File: config.mk
export PLATFORM = sky130hd
export DESIGN_NAME = freq_meter_multi
export DESIGN_NICKNAME = d
export VERILOG_FILES = /design/src/rtl/freq_meter_multi.sv
export SDC_FILE = /design/constraint.sdc
export NUM_CORES = 1
export LEC_CHECK = 0
export BUFFER_PORTS_ARGS = -buffer_cell sky130_fd_sc_hd__buf_2
export CELL_PAD_IN_SITES_DETAIL_PLACEMENT = 2
export CELL_PAD_IN_SITES_GLOBAL_PLACEMENT = 2
export CORE_ASPECT_RATIO = 0.8
export CORE_MARGIN = 10
export CORE_UTILIZATION = 43
export CTS_CLUSTER_DIAMETER = 40
export DETAILED_ROUTE_END_ITERATION = 16
export HOLD_SLACK_MARGIN = 0.08
export PLACE_DENSITY = 0.89
export SKIP_CTS_REPAIR_TIMING = 1
export SYNTH_ARGS = -nofsm -noshare
export SYNTH_HDL_FRONTEND = slang
export SYNTH_SLANG_ARGS = --single-unit
File: constraint.sdc
create_clock -name CLK100MHZ -period 11.6 [get_ports CLK100MHZ]
set_input_delay 1.74 -clock CLK100MHZ [delete_from_list [all_inputs] [get_ports CLK100MHZ]]
set_output_delay 1.74 -clock CLK100MHZ [all_outputs]
set_load 0.005 [all_outputs]
File: src/rtl/freq_meter_multi.sv
// rtl/freq_meter_multi.sv - multi-channel gated frequency meter with synchronised inputs and saturation flags
module freq_meter_multi #(
    parameter int CHANNELS    = 4,
    parameter int GATE_CYCLES = 100000,
    parameter int SCALE       = 1000,
    parameter int CNT_W       = 20,
    parameter int FREQ_W      = 32,
    parameter int SYNC_STAGES = 2
) (
    input  logic                       CLK100MHZ,
    input  logic                       rst,
    input  logic                       enable,
    input  logic [1:0]                 edge_mode,
    input  logic [CHANNELS-1:0]        signal_in,
    output logic [CHANNELS*FREQ_W-1:0] freq_out,
    output logic [CHANNELS-1:0]        sat_out,
    output logic                       valid,
    output logic                       busy
);
    localparam logic [0:0] S_IDLE = 1'b0;
    localparam logic [0:0] S_GATE = 1'b1;

    localparam int GATE_W = $clog2(GATE_CYCLES);
    localparam int SUPP_W = $clog2(SYNC_STAGES + 2);
    localparam int PROD_W = CNT_W + $clog2(SCALE) + 1;
    localparam int EXT_W  = (PROD_W > FREQ_W) ? PROD_W : FREQ_W;

    localparam logic [GATE_W-1:0] GATE_LAST = GATE_W'(GATE_CYCLES - 1);
    localparam logic [CNT_W-1:0]  CNT_MAX   = {CNT_W{1'b1}};
    localparam logic [EXT_W-1:0]  FREQ_MAX  = EXT_W'({FREQ_W{1'b1}});

    logic [0:0]             state;
    logic [GATE_W-1:0]      gate_cnt;
    logic [1:0]             mode_q;
    logic [SUPP_W-1:0]      supp_q;
    logic [SYNC_STAGES-1:0] sync_q [CHANNELS];
    logic [CHANNELS-1:0]    hist_q;
    logic [CNT_W-1:0]       cnt_q [CHANNELS];
    logic [CNT_W-1:0]       cnt_next [CHANNELS];
    logic [CHANNELS*FREQ_W-1:0] res_freq;
    logic [CHANNELS-1:0]    res_sat;

    // Synchroniser chains and edge history; supp_q masks the spurious edge a
    // high input would produce while the freshly cleared chain fills up.
    always_ff @(posedge CLK100MHZ) begin
        if (rst) begin
            for (int i = 0; i < CHANNELS; i++) begin
                sync_q[i] <= '0;
            end
            hist_q <= '0;
            supp_q <= SUPP_W'(SYNC_STAGES + 1);
        end else begin
            for (int i = 0; i < CHANNELS; i++) begin
                sync_q[i] <= {sync_q[i][SYNC_STAGES-2:0], signal_in[i]};
                hist_q[i] <= sync_q[i][SYNC_STAGES-1];
            end
            if (supp_q != '0) begin
                supp_q <= supp_q - SUPP_W'(1);
            end
        end
    end

    for (genvar i = 0; i < CHANNELS; i++) begin : g_ch
        logic             synced;
        logic             hit;
        logic [CNT_W-1:0] cnt_nx;
        logic [EXT_W-1:0] prod;

        assign synced = sync_q[i][SYNC_STAGES-1];

        always_comb begin
            case (mode_q)
                2'b01:   hit = hist_q[i] & ~synced;
                2'b10:   hit = hist_q[i] ^ synced;
                default: hit = synced & ~hist_q[i];
            endcase
            if (supp_q != '0) begin
                hit = 1'b0;
            end
        end

        assign cnt_nx      = (hit && (cnt_q[i] != CNT_MAX)) ? cnt_q[i] + CNT_W'(1) : cnt_q[i];
        assign cnt_next[i] = cnt_nx;
        assign prod        = EXT_W'(PROD_W'(cnt_nx) * PROD_W'(SCALE));

        assign res_freq[i*FREQ_W +: FREQ_W] = (prod > FREQ_MAX) ? {FREQ_W{1'b1}} : prod[FREQ_W-1:0];
        assign res_sat[i] = (prod > FREQ_MAX) || (cnt_nx == CNT_MAX);
    end

    // Results are taken from cnt_next so an edge on the last window cycle is
    // included; the next window starts in the same cycle the result is stored.
    always_ff @(posedge CLK100MHZ) begin
        valid <= 1'b0;
        if (rst) begin
            state    <= S_IDLE;
            gate_cnt <= '0;
            mode_q   <= 2'b00;
            freq_out <= '0;
            sat_out  <= '0;
            for (int i = 0; i < CHANNELS; i++) begin
                cnt_q[i] <= '0;
            end
        end else begin
            case (state)
                S_IDLE: begin
                    gate_cnt <= '0;
                    for (int i = 0; i < CHANNELS; i++) begin
                        cnt_q[i] <= '0;
                    end
                    if (enable) begin
                        state  <= S_GATE;
                        mode_q <= edge_mode;
                    end
                end
                default: begin
                    if (!enable) begin
                        state    <= S_IDLE;
                        gate_cnt <= '0;
                        for (int i = 0; i < CHANNELS; i++) begin
                            cnt_q[i] <= '0;
                        end
                    end else if (gate_cnt == GATE_LAST) begin
                        freq_out <= res_freq;
                        sat_out  <= res_sat;
                        valid    <= 1'b1;
                        gate_cnt <= '0;
                        mode_q   <= edge_mode;
                        for (int i = 0; i < CHANNELS; i++) begin
                            cnt_q[i] <= '0;
                        end
                    end else begin
                        gate_cnt <= gate_cnt + GATE_W'(1);
                        for (int i = 0; i < CHANNELS; i++) begin
                            cnt_q[i] <= cnt_next[i];
                        end
                    end
                end
            endcase
        end
    end

    assign busy = (state == S_GATE);

endmodule

======== Word-level counts from Yosys, hierarchy flattened ========
Memories as Yosys holds them, arrays and structs flattened.
Index checks and enable logic that the tools add are counted.
word-level totals
  bits in registers ....................... 159
  RAM bits ................................ 88
  input bits .............................. 9
  logic and storage cells ................. 151
  memories ................................ 2
memories
  name    words  bits a word  rd ports  clocked after Yosys merged registers in  write ports  line  RTL
  cnt_q   4      20           4         0                                        4            38    logic [CNT_W-1:0] cnt_q [CHANNELS];
  sync_q  4      2            4         0                                        4            36    logic [SYNC_STAGES-1:0] sync_q [CHANNELS];
operators by class
  add/subtract/negate cells ............... 6
  multipliers ............................. 4
  order comparisons ....................... 4
  equality and inequality tests ........... 12
  mux-type cells .......................... 61
  bitwise gates (word level) .............. 42
  reduce and logical (&&, ||, !) cells .... 12
operators by type and width
  kind                                                              count
  two-way mux 20 bit                                                20
  greater-than comparator 30 x 32 -> 1 bit (second input constant)  4
  two-way mux 32 bit                                                4
  multiplier 20 x 7 -> 27 bit (second input constant)               4
  adder 20 x 1 -> 20 bit (second input constant)                    4
  == test 20 bit (second input constant)                            4
  != test 20 bit (second input constant)                            4
  two-way mux 1 bit                                                 25
  OR 1 bit                                                          20
  adder 17 x 1 -> 17 bit (second input constant)                    1
  == test 17 bit (second input constant)                            1
  two-way mux 2 bit                                                 8
  NOT 1 bit                                                         10
  AND 1 bit                                                         8
  case mux 1 bit (2 select lines)                                   4
  logical AND 1 bit                                                 4
  logical OR 1 bit                                                  4
  OR reduction 4 bit                                                1
  bitwise XOR 1 bit                                                 4
  AND reduction 3 bit                                               1
  == test 2 x 1 -> 1 bit (second input constant)                    1
  == test 2 bit (second input constant)                             1
  != test 2 x 1 -> 1 bit (second input constant)                    1
  AND reduction 2 bit                                               1
  other kinds (2)                                                   2

======== Logic depth before layout (Yosys ltp) ========
Gate-level depths: netlist (run 1).
An unclocked memory read counts as a cell.
  word-level depth ........................ 10
  depth in mapped cells ................... 28
  depth with buffers taken out ............ 27

======== Worst setup path after synthesis (run 1) ========
Ideal clock, no wire load.
  kind .................................... register -> register
  start ................................... reg mode_q[0]
  end ..................................... reg freq_out[121]
  data arrival time ....................... 6143 ps
  data required time ...................... 11467 ps
  slack ................................... 5324 ps
  stages on the path, launching flop included .. 26
  path buffers ............................ 1
  cell sequence ........................... dfxtp_1 inv_1 ha_1 nor2b_1 a311o_1 a31oi_4 and3_1 clkbuf_1 and3_1 xnor2_1 inv_1 fa_1 inv_1 fa_1 fa_1 fa_1 inv_1 ha_1 and3_1 and2_1 a32o_1 o21a_1 a21bo_2 a211o_1 nand2_1 a21oi_1
between the ends
  cells in the longest elaborated chain, start to end .. 8
  elaborated cells on any way between the ends .. 9
  classes of those cells .................. mul: 1; order compare: 1; eq/ne: 2; mux: 4; reduce/logical: 1
RTL lines
  element                                                         line  RTL
  start: declaration                                              34    logic [1:0] mode_q;
  start signal: assignment                                        112   mode_q <= edge_mode;
  start signal: assignment                                        127   mode_q <= edge_mode;
  == test 2 bit / == test 2 x 1 -> 1 bit (equally long branches)  72    case (mode_q)
  case mux 1 bit (2 select lines) *                               72
  two-way mux 1 bit *                                             77    if (supp_q != '0) begin
  logical AND 1 bit *                                             82    assign cnt_nx = (hit && (cnt_q[i] != CNT_MAX)) ? cnt_q[i] + CNT_W'(1) : cnt_q[i];
  two-way mux 20 bit *                                            82
  net g_ch[3].cnt_nx[8]                                           66    logic [CNT_W-1:0] cnt_nx;
  multiplier 20 x 7 -> 27 bit *                                   84    assign prod = EXT_W'(PROD_W'(cnt_nx) * PROD_W'(SCALE));
  greater-than comparator 30 x 32 -> 1 bit                        86    assign res_freq[i*FREQ_W +: FREQ_W] = (prod > FREQ_MAX) ? {FREQ_W{1'b1}} : prod[FREQ_W-1:0];
  two-way mux 32 bit *                                            86
  end signal: assignment                                          123   freq_out <= res_freq;
  end: declaration                                                15    output logic [CHANNELS*FREQ_W-1:0] freq_out,
The timed path passes the listed nets; every way through them passes the cells marked *.
A chain may end at the register's enable or synchronous reset.

======== Worst setup path after layout (run 1) ========
  start ................................... reg mode_q[0]
  end ..................................... reg freq_out[60]
between the ends
  cells in the longest elaborated chain, start to end .. 8
  elaborated cells on any way between the ends .. 9
  classes of those cells .................. mul: 1; order compare: 1; eq/ne: 2; mux: 4; reduce/logical: 1
RTL lines
  element                                                         line
  == test 2 bit / == test 2 x 1 -> 1 bit (equally long branches)  72
  case mux 1 bit (2 select lines) *                               72
  two-way mux 1 bit *                                             77
  logical AND 1 bit *                                             82
  two-way mux 20 bit *                                            82
  multiplier 20 x 7 -> 27 bit *                                   84
  greater-than comparator 30 x 32 -> 1 bit                        86
  two-way mux 32 bit *                                            86
Every way passes the cells marked *; elsewhere a longest branch is shown, timed or not.

==> results.env, run 1 <==
CRITPATHKIND='flop to flop'
FINALCRITICALPERIOD_NS=8.60
YOSYS.AREA.TOP_TYPE_SHARE=0.211
AREA.GROWTH.SYNTH_TO_FINAL_PCT=13.7
NUMBER_OF_WARNINGS_REPORTED_IN_THE_YOSYS_SYNTHESIS_LOG=0
SYN_AREA_PER_CELL_UM2=9.11
VERTICAL_EXTENT_OF_THE_DIE_UM=229
CLOCKBUFFERDEPTH=3
ROUTE.FINAL.WIRE_LENGTH_UM=109000
NETLIST_AREA_UM2=23400
RSZ0062_AT_GRT='false'
SEQ_POWER_SHARE=0.190
ROUTED_WIRE_LENGTH_PER_INSTANCE_UM=31.3
GRT_OVERFLOW_TOTAL=0
NUMBER_OF_CELLS_ON_THE_WORST_REG_TO_REG_PATH=22
PWR-SHARE-COMB=0.465
ROUTE.MET2.WL_UM=55400
POWER_SWITCHING_SHARE=0.432
SYNTH.AREA.TOP_CELLS='fa_1 21%, dfxtp_1 14%, ha_1 13%'
DRT_PASS1_ITERATIONS=7
IO-PIN-COUNT=143
NORMALIZED_MAX_SLEW_MARGIN=0.157
DIE_W_UM=281
WORSTSETUPSTARTPOINTTYPE='flop'
MOSTFREQUENTLAYOUTCELLS='432 x inv_1, 247 x fa_1, 240 x ha_1, 205 x nor2_1, 183 x nand2_1'
POST-ROUTE-DRC-COUNT=0
ITER_0_DRT_VIOLATIONS=1679
POWER.CLOCK.FRACTION=0.345
MET3ROUTEDLENGTH_UM=6120
CLOCK_SINK_COUNT=227
CRITICAL_PATH_REQUIRED_NS=12.09
SYNTH_TOP_AREA_CELL='fa_1'
FINALPOWER_uW=4440
GRT_PASS1_WL_UM=165000
FLOORPLAN.CORE_AREA_UM2=53800
NUMBER_OF_BUFFERS_CREATED_BY_CTS=48
WORSTPATHARRIVAL_NS=9.09
TIMING_HOLD_VIOLATIONS_FINAL=0
N_FILL_CELL=5772
CTS_TREE='built'
FLOORPLAN.DIE_AREA_UM2=64200
PLACEMENTROWS=76
IO_BUFFERS=122
CRITPATHCAPTURETYPE='flop'
CLK_TRANSITION_REPORTED_PATHS_NS=0.06
MAX_SLEW.WORST_PIN.SLEW_NS=1.26
FIRST_GLOBAL_VIAS=25100
YS_SEQ_ELEMENTS=227
MAX_CAP_VIOLATIONS=0
P_SWITCHING_uW=1920
TIMING.FINAL.SETUP_VIOLATIONS=0
CLKLATENCYLATEPIN_NS=0.63
DP.FINAL_HPWL_UM=68300
SYN_INST=2567
GRT_ANTENNA_BEFORE_REPAIR=3
GR-USAGE-ALL-LAYERS=0.338
FINALSETUPTNS_NS=0
HOLD_PATH.CLASS='flop to flop'
SYNTH_ENABLE_FLOP_CELLS=60
GPL.FINAL_WEIGHTED_CONGESTION=0.845
LAYOUT_CELLS_SIZED_ABOVE_1=0.0991
FIN_WS_NS=3.00
SHARE_OF_SYNTHESIZED_AREA_OCCUPIED_BY_FLIP_FLOPS_AND_LATCHES=0.220
POSTSYNTH.TOPFLOPCELL='dfxtp_1'
CRITICAL_PATH_PEAK_FANOUT=11
HIGHEST-SIGNAL-LAYER='met5'
CELL_INTERNAL_PWR_uW=2520
GRT_START_MAX_NET_PINS=98
PERIOD_SHARE=0.741
CELLPOWERDENSITY_nW_PER_UM2=167
SYNTH-ASYNC-RESET-RATIO=0
LAYOUT_COMMONEST_CELL='inv_1'
ROUTED-VIA-COUNT=21100
ANTENNA_LEFT=0
CLOCK-ROOT-BUFFER='clkbuf_16'
HOLD_DEPTH=2
FINALMAXSLEWVIOLATIONS=0
CTS_MAX_LEVEL=2
P_LEAK_uW=0.0126
DETAILEDPLACE.WORSTSLACK_NS=3.63
DETAIL_ROUTE.VIAS_PER_CELL=6.04
YOSYSUNIQUECELLTYPES=83
VDD.IR_DROP.WORST_mV=0.139
ACHIEVABLE-FREQUENCY_MHz=116
CLOCK-SKEW-FINAL_NS=0.0296
FINAL_NETS=3241
STATUS='finished, final reports clean'
START_UTIL=0.435
WL_MET1_UM=40000
==> Yosys cell counts (all sizes together), types with 21 or more instances <==
cell and number:
a211oi 31, a21o 47, a21oi 159, and3 35
buf 33, clkbuf 48, dfxtp 167, edfxtp 60
fa 247, ha 240, inv 437, nand2 184
nand3 78, nand4 21, nor2 209, nor2b 29
nor3 32, o21ai 64, xnor2 125, xor2 84
==> critical path, stage by stage, from the launching register on <==
cell       delay, ns
dfxtp_1         0.42
inv_1           0.09
ha_1            0.38
inv_1           0.22
o221ai_1        0.29
a31oi_4         0.50
and2_1          0.35
nand4_1         0.18
xor2_1          0.94
xnor2_1         0.40
fa_1            0.69
fa_1            0.46
fa_1            0.52
inv_1           0.05
ha_1            0.24
nor3_1          0.41
o21ai_0         0.27
a21oi_1         0.43
o21ai_0         0.24
o21ai_0         0.55
o2111ai_1       0.27
and4_1          0.26
nor3_1          0.30
==> layer usage <==
layer	vias up	track usage
li1	8697	-
met1	10800	0.359
met2	1045	0.601
met3	510	0.0704
met4	2	0.220
met5	-	0
==> power by group through the flow <==
stage               registers (µW)  logic [µW]  clock network [µW]
finish                         844        2070                1530
detailed placement             857        1810                   0
global placement               854        1600                   0
CTS                            844        2010                1550
global route                   845        2210                1580
floorplan                      851        1280                   0
==> metrics by stage <==
stage                     hold WS [ns]  utilization  cell area, µm²  cells
after floorplan                  0.414            -           23700   2645
after CTS                        0.454        0.494           26600   3487
after global routing             0.476        0.494           26600   3487
after global placement           0.438        0.462           24900   3397
final                            0.452        0.494           26600   3488
after detailed placement         0.444        0.462           24900   3397
==> registers in the layout, summed over array words and instances (netlist names) <==
name / flops
sync_q: 8
hist_q: 4
mode_q: 2
supp_q: 2
sat_out: 4
freq_out: 108
cnt_q: 80
gate_cnt: 17
busy: 1
valid: 1
==> logic make-up after synthesis <==
kind of cell / share of synthesized area
simple gates: 0.146
other cells: 0.000321
flops: 0.220
fa+ha+maj: 0.343
buf+inv: 0.0869
xor+xnor: 0.0872
mux: 0.00342
compound gates: 0.113
==> path summary, 6_finish.rpt <==
check | start | end | slack, ns
max | mode_q[0]$_SDFFE_PP0P_ | freq_out[60]$_SDFFE_PP0P_ | 3.00
min | freq_out[12]$_SDFFE_PP0P_ | freq_out[12]$_SDFFE_PP0P_ | 0.45
max reg2reg | mode_q[0]$_SDFFE_PP0P_ | freq_out[60]$_SDFFE_PP0P_ | 3.00
min reg2reg | freq_out[12]$_SDFFE_PP0P_ | freq_out[12]$_SDFFE_PP0P_ | 0.45
==> area by class of cell <==
cell class / count / area [µm²] / share of cell area
tap: 702 / 878 / 0.0330
multi-input combinational: 1900 / 16500 / 0.622
clock buffer: 64 / 1360 / 0.0512
sequential: 227 / 5140 / 0.193
clock inverter: 26 / 349 / 0.0131
inverter: 437 / 1640 / 0.0617
timing repair buffer: 131 / 681 / 0.0256
antenna: 1 / 2.50 / 0.0000941
(Power assumes the default switching activity.)
==> run 2, diff against run 1 <==
CORE_UTILIZATION = 40   (was 43)
PLACE_DENSITY = 0.83   (was 0.89)
clock period = 8 ns   (was 11.6 ns; I/O delays follow)
==> run 2 against run 1 <==
Sequential share of layout area hardly changed. Clock skew is 0.0093 ns higher. Clock-buffer cell count is 8 lower. Die area is 6.9% higher. First-iteration DRC count is 36% lower. Total power is 33% higher. Critical path type unchanged. Highest routed layer unchanged.
==> results.env, run 2 (synthesis gave the netlist of run 1 again) <==
AREA.GROWTH.SYNTH_TO_FINAL_PCT=13.8  # about the same
ACHIEVABLE-FREQUENCY_MHz=131  # +13%
MAX_FLOP_REGISTER='freq_out'
CLKLATENCYLATEPIN_NS=0.60  # -0.03 ns
TIMING.FINAL.SETUP_VIOLATIONS=0  # unchanged
GRT_OVERFLOW_TOTAL=0  # unchanged
START_UTIL=0.403  # -0.0315
POST-ROUTE-DRC-COUNT=0  # unchanged
LARGESTREGISTERS='freq_out x108, cnt_q x80, gate_cnt x17'
MOSTFREQUENTLAYOUTCELLS='432 x inv_1, 247 x fa_1, 240 x ha_1, 205 x nor2_1, 183 x nand2_1'
CLOCK-SKEW-FINAL_NS=0.0389  # +0.00930 ns
LAYOUT_COMMONEST_CELL='inv_1'
FINISH.UTILIZATION=0.459  # -0.0354
GRT_PASS1_WL_UM=138000  # -17%
TIMING.HOLD.WS_NS=0.452  # -0.000805 ns
CRITPATHCAPTURETYPE='flop'
FINISH.CELL_COUNT_WITHOUT_FILLERS=3563  # +2.2%
ANTENNA_LEFT=0  # unchanged
ROUTE.FINAL.WIRE_LENGTH_UM=87000  # -20%
DP.FINAL_HPWL_UM=61600  # -9.9%
IO_BUFFERS=122  # unchanged
HOLD_PATH.CLASS='flop to flop'
FINALPOWER_uW=5910  # +33%
DETAIL_ROUTE.VIAS_PER_CELL=5.45  # -9.7%
WORSTSETUPSTARTPOINTTYPE='flop'
MAX_CAP_VIOLATIONS=0  # unchanged
LARGEST_REGISTER_FF_COUNT=108  # unchanged
CRITICAL-PATH-TOP-DELAY-FAMILY='adder cells'
R2R-START='mode_q[0]$_SDFFE_PP0P_'
CLOCKBUFFERDEPTH=3  # unchanged
CRIT_START='mode_q[0]$_SDFFE_PP0P_'
TIMING.CRITICAL_PATH.BUF_INV=6  # +3
RSZ0062_AT_GRT='false'
DRT_PASS1_ITERATIONS=5  # -2
TIMING_HOLD_VIOLATIONS_FINAL=0  # unchanged
CTS_TREE='built'
WORSTPATHARRIVAL_NS=8.08  # -1.01 ns
CTS_MAX_LEVEL=2  # unchanged
HIGHEST_CELL_DELAY_ON_THE_WORST_TIMING_PATH_NS=0.68  # -0.26 ns
STATUS='finished, final reports clean'
GR-USAGE-ALL-LAYERS=0.251  # -0.0871
REG2REG_SLACK_NS=0.37  # -2.63 ns
IO-PIN-COUNT=143  # unchanged
CRITICAL_PATH_REQUIRED_NS=8.46  # -3.63 ns
ITER_0_DRT_VIOLATIONS=1077  # -36%
DIE_W_UM=290  # +3.4%
CELLPOWERDENSITY_nW_PER_UM2=222  # +33%
ROUTED-VIA-COUNT=19400  # -7.8%
CLOCK_SINK_COUNT=227  # unchanged
GPL.FINAL_WEIGHTED_CONGESTION=0.859  # +1.6%
VERTICAL_EXTENT_OF_THE_DIE_UM=236  # +3.4%
CRITPATHKIND='flop to flop'
PLACEMENTROWS=79  # +3.9%
CRITICAL_PATH.SLOWEST_CELL='fa_1'
FIRST_GLOBAL_VIAS=23100  # -7.7%
ROUTED_WIRE_LENGTH_PER_INSTANCE_UM=24.4  # -22%
FINAL_NETS=3255  # +0.43%
P_LEAK_uW=0.0125  # -0.17%
FINALCRITICALPERIOD_NS=7.63  # -0.975 ns
DPL.CELL_COUNT=3479  # +2.4%
FINALSETUPTNS_NS=0  # unchanged
CLOCK-ROOT-BUFFER='clkbuf_16'
NUMBER_OF_BUFFERS_CREATED_BY_CTS=45  # -6.3%
GRT_START_MAX_NET_PINS=98  # unchanged
WORST_HOLD_STARTPOINT='freq_out[108]$_SDFFE_PP0P_'
VDD.IR_DROP.WORST_mV=0.153  # +11%
PERIOD_SHARE=0.953  # +0.212
MAX_SLEW.WORST_PIN.SLEW_NS=1.17  # -0.0946 ns
FLOORPLAN.CORE_AREA_UM2=58000  # +7.8%
GRT_ANTENNA_BEFORE_REPAIR=2  # -1
N_FILL_CELL=6214  # +7.7%
FLOORPLAN.DIE_AREA_UM2=68600  # +6.9%
FINALMAXSLEWVIOLATIONS=0  # unchanged
CLK_TRANSITION_REPORTED_PATHS_NS=0.05  # about the same
NORMALIZED_MAX_SLEW_MARGIN=0.220  # +0.0630
CRITICAL_PATH_PEAK_FANOUT=9  # -2
CRITPATHMOSTFREQUENTCELL='inv_1'
LAYOUT_CELLS_SIZED_ABOVE_1=0.102  # +0.00330
==> run 2: changes by cell type in the layout (fill, tap and decap cells not counted), moves of 2 or more <==
cell        change
clkbuf_1        -2
clkbuf_8        -3
clkinvlp_4      +2
buf_4          +17
inv_6           +2
clkbuf_16       -3
inv_16          -2
inv_8           -5
==> run 2: where the power goes <==
group	internal [µW]	total [µW]	switching, µW
sequential	1200	1220	20.7
clock	1230	1970	738
combinational	1050	2720	1670
==> run 2: metrics by stage <==
| step | area [µm²] | setup slack, ns |
|---|---|---|
| global route | 26600 | 0.0533 |
| global placement | 25100 | 0.873 |
| floorplan | 23700 | 1.72 |
| CTS | 26600 | 0.168 |
| finish | 26600 | 0.375 |
| detailed placement | 25100 | 0.561 |
==> run 2: worst min-delay path, cell delays in order (launching register included) <==
cell and delay [ns]:
dfxtp_1 0.30, nand2_1 0.05, a21oi_1 0.05
==> run 2: area by class of cell <==
| type | count | area [µm²] | area share |
|---|---|---|---|
| multi-input combinational | 1900 | 16500 | 0.621 |
| timing repair buffer | 148 | 808 | 0.0304 |
| clock buffer | 56 | 1240 | 0.0465 |
| inverter | 437 | 1640 | 0.0616 |
| clock inverter | 25 | 285 | 0.0107 |
| tap | 769 | 962 | 0.0362 |
| sequential | 227 | 5140 | 0.193 |
| antenna | 1 | 2.50 | 0.0000940 |
==> run 2: final timing paths <==
check                               end  cells after the start
max          freq_out[125]$_SDFFE_PP0P_                     25
min          freq_out[108]$_SDFFE_PP0P_                      2
max reg2reg  freq_out[125]$_SDFFE_PP0P_                     25
min reg2reg  freq_out[108]$_SDFFE_PP0P_                      2
==> run 2: per-layer routing <==
metal  share of wire  routed length (µm)  track usage  vias to the layer above
li1                -                   -            -                     8731
met1            0.42               36100        0.294                    10000
met2            0.50               43800        0.449                      439
met3           0.039                3430       0.0416                      229
met4           0.042                3680        0.105                        2
met5         0.00015                  13            0                        -
